`config.mk`:
```
export PLATFORM = sky130hd
export DESIGN_NAME = io_port_ctrl
export DESIGN_NICKNAME = d
export VERILOG_FILES = /design/src/rtl/io_port_ctrl.sv
export SDC_FILE = /design/constraint.sdc
export NUM_CORES = 1
export LEC_CHECK = 0
export CORE_UTILIZATION = 50
export CTS_BUF_LIST = sky130_fd_sc_hd__clkbuf_4 sky130_fd_sc_hd__clkbuf_8 sky130_fd_sc_hd__clkbuf_16
export DETAILED_ROUTE_END_ITERATION = 16
export PLACE_DENSITY = 0.8
export SETUP_SLACK_MARGIN = 0.2
export SYNTH_ARGS = -nofsm -noshare
export SYNTH_HDL_FRONTEND = slang
export SYNTH_SLANG_ARGS = --single-unit
```
`constraint.sdc`:
```
create_clock -name clk -period 5.3 [get_ports clk]
set_clock_uncertainty 0.2 [all_clocks]
set_input_delay 1.59 -clock clk [delete_from_list [all_inputs] [get_ports clk]]
set_output_delay 1.59 -clock clk [all_outputs]
set_load 0.03 [all_outputs]
```
`src/rtl/io_port_ctrl.sv`:
```
// Port-access responder: turns OUT/IN requests from the control unit into
// valid/ready handshakes with a peripheral, stalling fetch until completion.
module io_port_ctrl #(
    parameter int          DATA_W  = 8,
    parameter int          ADDR_W  = 2,
    parameter int unsigned TIMEOUT = 255
) (
    input  logic              clk,
    input  logic              reset,
    input  logic              we_port,
    input  logic              re_port,
    input  logic [ADDR_W-1:0] port_addr,
    input  logic [DATA_W-1:0] wdata,
    output logic [DATA_W-1:0] rdata,
    output logic              stall,
    output logic              done,
    output logic              err,
    input  logic              err_clr,
    output logic [DATA_W-1:0] out_data,
    output logic [ADDR_W-1:0] out_addr,
    output logic              out_valid,
    input  logic              out_ready,
    output logic [ADDR_W-1:0] in_sel,
    output logic              in_ready,
    input  logic [DATA_W-1:0] in_data,
    input  logic              in_valid
);

    typedef enum logic [1:0] {IDLE, OUT_WAIT, IN_WAIT, DONE} state_t;

    localparam bit          TO_EN   = (TIMEOUT != 0);
    localparam int unsigned TO_LIM  = TO_EN ? TIMEOUT - 1 : 0;
    localparam logic [15:0] TO_LAST = TO_LIM[15:0];

    state_t      state, state_nxt;
    logic [15:0] cnt;
    logic        out_hs, in_hs, tmo;

    always_ff @(posedge clk) begin
        if (reset) state <= IDLE;
        else       state <= state_nxt;
    end

    always_comb begin
        out_hs    = (state == OUT_WAIT) && out_valid && out_ready;
        in_hs     = (state == IN_WAIT) && in_valid && in_ready;
        tmo       = TO_EN && ((state == OUT_WAIT) || (state == IN_WAIT)) &&
                    (cnt == TO_LAST) && !out_hs && !in_hs;
        state_nxt = state;
        case (state)
            IDLE: begin
                if (we_port)      state_nxt = OUT_WAIT;
                else if (re_port) state_nxt = IN_WAIT;
            end
            OUT_WAIT: if (out_hs || tmo) state_nxt = DONE;
            IN_WAIT:  if (in_hs || tmo)  state_nxt = DONE;
            DONE:     state_nxt = IDLE;
            default:  state_nxt = IDLE;
        endcase
    end

    assign stall = (we_port | re_port) & (state != DONE);
    assign done  = (state == DONE);

    always_ff @(posedge clk) begin
        if (reset) begin
            out_valid <= 1'b0;
            in_ready  <= 1'b0;
            out_data  <= '0;
            out_addr  <= '0;
            in_sel    <= '0;
            rdata     <= '0;
            err       <= 1'b0;
            cnt       <= '0;
        end else begin
            case (state)
                IDLE: begin
                    // Write takes priority when both requests arrive together.
                    if (we_port) begin
                        out_addr  <= port_addr;
                        out_data  <= wdata;
                        out_valid <= 1'b1;
                        cnt       <= '0;
                    end else if (re_port) begin
                        in_sel   <= port_addr;
                        in_ready <= 1'b1;
                        cnt      <= '0;
                    end
                end
                OUT_WAIT: begin
                    if (out_hs || tmo)      out_valid <= 1'b0;
                    else if (cnt != 16'hFFFF) cnt     <= cnt + 16'd1;
                end
                IN_WAIT: begin
                    if (in_hs) begin
                        rdata    <= in_data;
                        in_ready <= 1'b0;
                    end else if (tmo) begin
                        rdata    <= '0;
                        in_ready <= 1'b0;
                    end else if (cnt != 16'hFFFF) begin
                        cnt <= cnt + 16'd1;
                    end
                end
                default: ;
            endcase
            // A timeout outranks a simultaneous clear so the error is never lost.
            if (tmo)          err <= 1'b1;
            else if (err_clr) err <= 1'b0;
        end
    end

endmodule

```
==> metrics.md <==
| Metric | Value |
|---|---|
| Synthesized area | `roughly 2100 sq um` |
| Initial antenna violation count | `0` |
| Leakage power | `approximately 0.00094 uW` |
| Hold WC Path Type | `reg -> reg` |
| Antenna-violating nets left | `0` |
| Hold Fails Final Rpt | `0` |
| Buffers plus inverters on the worst setup path | `2` |
| Delay-heaviest family, CP | `buffers and inverters` |
| Starting Density | `52.14%` |
| TritonRoute pass-1 iters | `4` |
| MaxCap Viol Count | `0` |
| Max H-tree Level | `2` |
| Fin util | `66.37%` |
| CTS max path bufs | `2` |
| Post-layout min period | `4.827 ns` |
| Adder-Cell Fraction of Synth Area | `3.574%` |
| Die height | `66.82 um` |
| Core Box Area | `4029 sq um` |
| Share of cells above drive strength 1 | `between 8 and 9%` |
| Clock Latency Late Sink | `around 0.3 ns` |
| Outcome | `complete, no violations` |
| Top_reg_cell synth | `dfxtp_1` |
| PwrDens | `387.3 nW/um^2` |
| Critical Path Fanout Max | `6` |
| Post-synth EDFFs | `0` |
| Synth top area share | `39.07%` |
| Vias in the first global route | `1710` |
| HPWL after DPL | `3398 um` |
| Via density | `roughly 6` |
| Routability cong. | `0.7644` |
| Final setup viols | `0` |
| Root buf cell | `clkbuf_8` |
| RSZ-0062 raised after global routing | `no` |
| Row count | `23` |
| Count leader, synth | `dfxtp_1` |
| Post-CTS setup buffer count | `0` |
| Critical Path Source Type | `primary input` |
| Iteration-0 DRC Markers | `134` |
| # DRC | `0` |
| Synth Area per Inst | `9.055 sq um` |
| Full die area | `~4500 sq um` |
| Setup TNS | `0 ns` |
| # IOs | `50` |
| CP Class | `in -> out` |
| Slew HR | `49.29%` |
| Syn nets | `263` |
| Input/output buffers | `a little under 50` |
| First-pass GRT wire length | `8086 um` |
| TritonCTS clock tree | `built` |
| Slew Viols, Final | `0` |
| Final Cycle Share | `91.07%` |
| Syn. warnings | `0` |
| Crit-path cells | `clkdlybuf4s50_1, nor2_1, nor2_1, clkdlybuf4s50_1` |
| Synth Area in Simple Gates | `a little under a quarter` |
| Worst Tran Pin Value | `0.7583 ns` |
| Distinct cell type count after synthesis | `52` |
| PostCTS Resize Cnt | `0` |
| Seq/Total Area, Yosys | `39.07%` |
| Crit path DAT | `3.04 ns` |
| Ant. Diodes | `0` |
| GR Overflow Total | `0` |
| Worst-case hold slack | `between 0.2 and 0.3 ns` |
| Synth cell count leaders | `dfxtp_1, nand2_1, a21oi_1, o311ai_0, nor2_1` |
| Synth area leaders | `dfxtp_1, nand2_1, a21oi_1` |
| Worst path required time | `about 3.5 ns` |
| Peak supply drop | `0.1945 mV` |
| Post-CTS Hold Buffers | `0` |
| Largest net degree at the start of global routing | `22` |
| CTS sink cnt | `41` |
| Area leader, netlist | `dfxtp_1` |
| Fin nets | `305` |
| GRT Total Usage | `23.63%` |
| Vias post-DR | `1944` |
| Max Fclk | `0.2072 GHz` |
| Layout Area Growth over Synthesis | `27.28%` |
| Multiplexer share of the synthesized area | `1.429%` |
| Critical Path End Type | `output port` |
| Slowest Stage Delay on Critical Path | `0.68 ns` |
| Total routed wirelength | `roughly 5000 um` |
| Crit path max-delay cell type | `clkdlybuf4s50_1` |
| Fraction of registers with async set/reset | `0%` |
| CTS Buf Count | `5` |
| Clk pin slew, worst setup/hold paths | `about 0.080 ns` |
| Post-Synth XOR/XNOR Area | `0%` |
| Die width | `66.82 um` |
| Filler Cell Count | `348` |
| Compound-Gate Fraction of Synth Area | `around 28%` |
| Largest family of logic cells by synthesized area | `compound AO/OA/AOI/OAI gates` |
| Mapped Cells | `between 200 and 250` |
| DR WL/cell | `15.30 um` |
| Seq cells post-synth | `41` |
-- worst register-to-register path: stages (launching register included) --
cell and delay, ns:
dfxtp_1 0.41, inv_1 0.09, ha_1 0.53, and4bb_1 0.30, nand4_2 0.20, a21oi_2 0.64, or4_4 0.40, o41ai_1 0.11
-- stage by stage --
| stage | cells | setup WS, ns | instance area (sq um) | power (uW) |
|---|---|---|---|---|
| 6_report | 325 | 0.4733 | 2674 | 1035 |
| 5_1_grt | 325 | 0.4281 | 2674 | 1102 |
| 4_1_cts | 325 | 0.4630 | 2674 | 1038 |
| 3_5_place_dp | 317 | 0.4726 | 2577 | 819.0 |
| 3_3_place_gp | 317 | 0.5205 | 2577 | 810.5 |
| 2_1_floorplan | 232 | 1.492 | 2101 | 710.6 |
-- report_power, final --
| group | leakage (uW) | switching, uW | total (uW) | internal (uW) |
|---|---|---|---|---|
| clock | 0.0000512 | 114 | 220 | 106 |
| sequential | 0.000333 | 26.9 | 367 | 341 |
| combinational | 0.000561 | 263 | 448 | 185 |
-- placed cells by master, fill, tap and decap left out, types with 2 or more instances in the layout --
cell type / instances
a211oi_1: 2
a21oi_1: 21
a22o_1: 8
a41oi_1: 2
and2_0: 2
and2_1: 3
and3_1: 2
and4_1: 2
clkbuf_8: 6
clkdlybuf4s50_1: 49
dfxtp_1: 41
ha_1: 6
inv_1: 9
mux2i_1: 3
nand2_1: 32
nand3_1: 5
nand4_1: 5
nor2_1: 11
nor4_1: 2
o2111ai_1: 2
o21a_1: 4
o21ai_0: 5
o311ai_0: 12
o31ai_1: 3
o31ai_2: 5
o41ai_1: 5
or4_1: 3
-- routing by layer --
layer | track usage [%] | vias up | routed length (um)
met5 | 0 | - | 0
met4 | 6.383 | 0 | 55
met3 | 5.308 | 6 | 210
met2 | 38.13 | 44 | 2423
met1 | 31.32 | 928 | 2286
li1 | - | 966 | -
-- kinds of logic (layout without fill, tap and decap cells) --
group / count (synthesis) / count (layout)
buffers and inverters: 23 / 66
DFF: 41 / 41
adders and majority gates: 6 / 6
AOI/OAI and AO/OA: 76 / 76
muxes: 3 / 3
and+or+nand+nor: 83 / 83
-- path summary, 6_finish.rpt --
check              startpoint  slack, ns     endpoint  cells after the start
hold reg to reg   out_data[0]       0.26  out_data[0]                      2
setup / recovery      we_port       0.47        stall                      4
hold / removal    out_data[0]       0.26  out_data[0]                      2
setup reg to reg     state[0]       2.30      cnt[10]                      7
-- sequential cells by signal, indices dropped and copies added, names as in the netlist --
signal	count
in_sel	2
out_data	8
rdata	8
cnt	16
in_ready	1
state	2
out_addr	2
err	1
out_valid	1
-- final cells by class --
cell class                 instances  area, sq um  share of cell area [%]
inverter                           9        33.78                   1.263
multi-input combinational        168         1170                   43.75
clock buffer                       6        82.58                   3.088
clock inverter                     2        13.76                  0.5147
timing repair buffer              49        490.5                   18.34
sequential                        41        820.8                   30.70
tap                               50        62.56                   2.340
No activity file was read; power rests on OpenSTA's default activity.
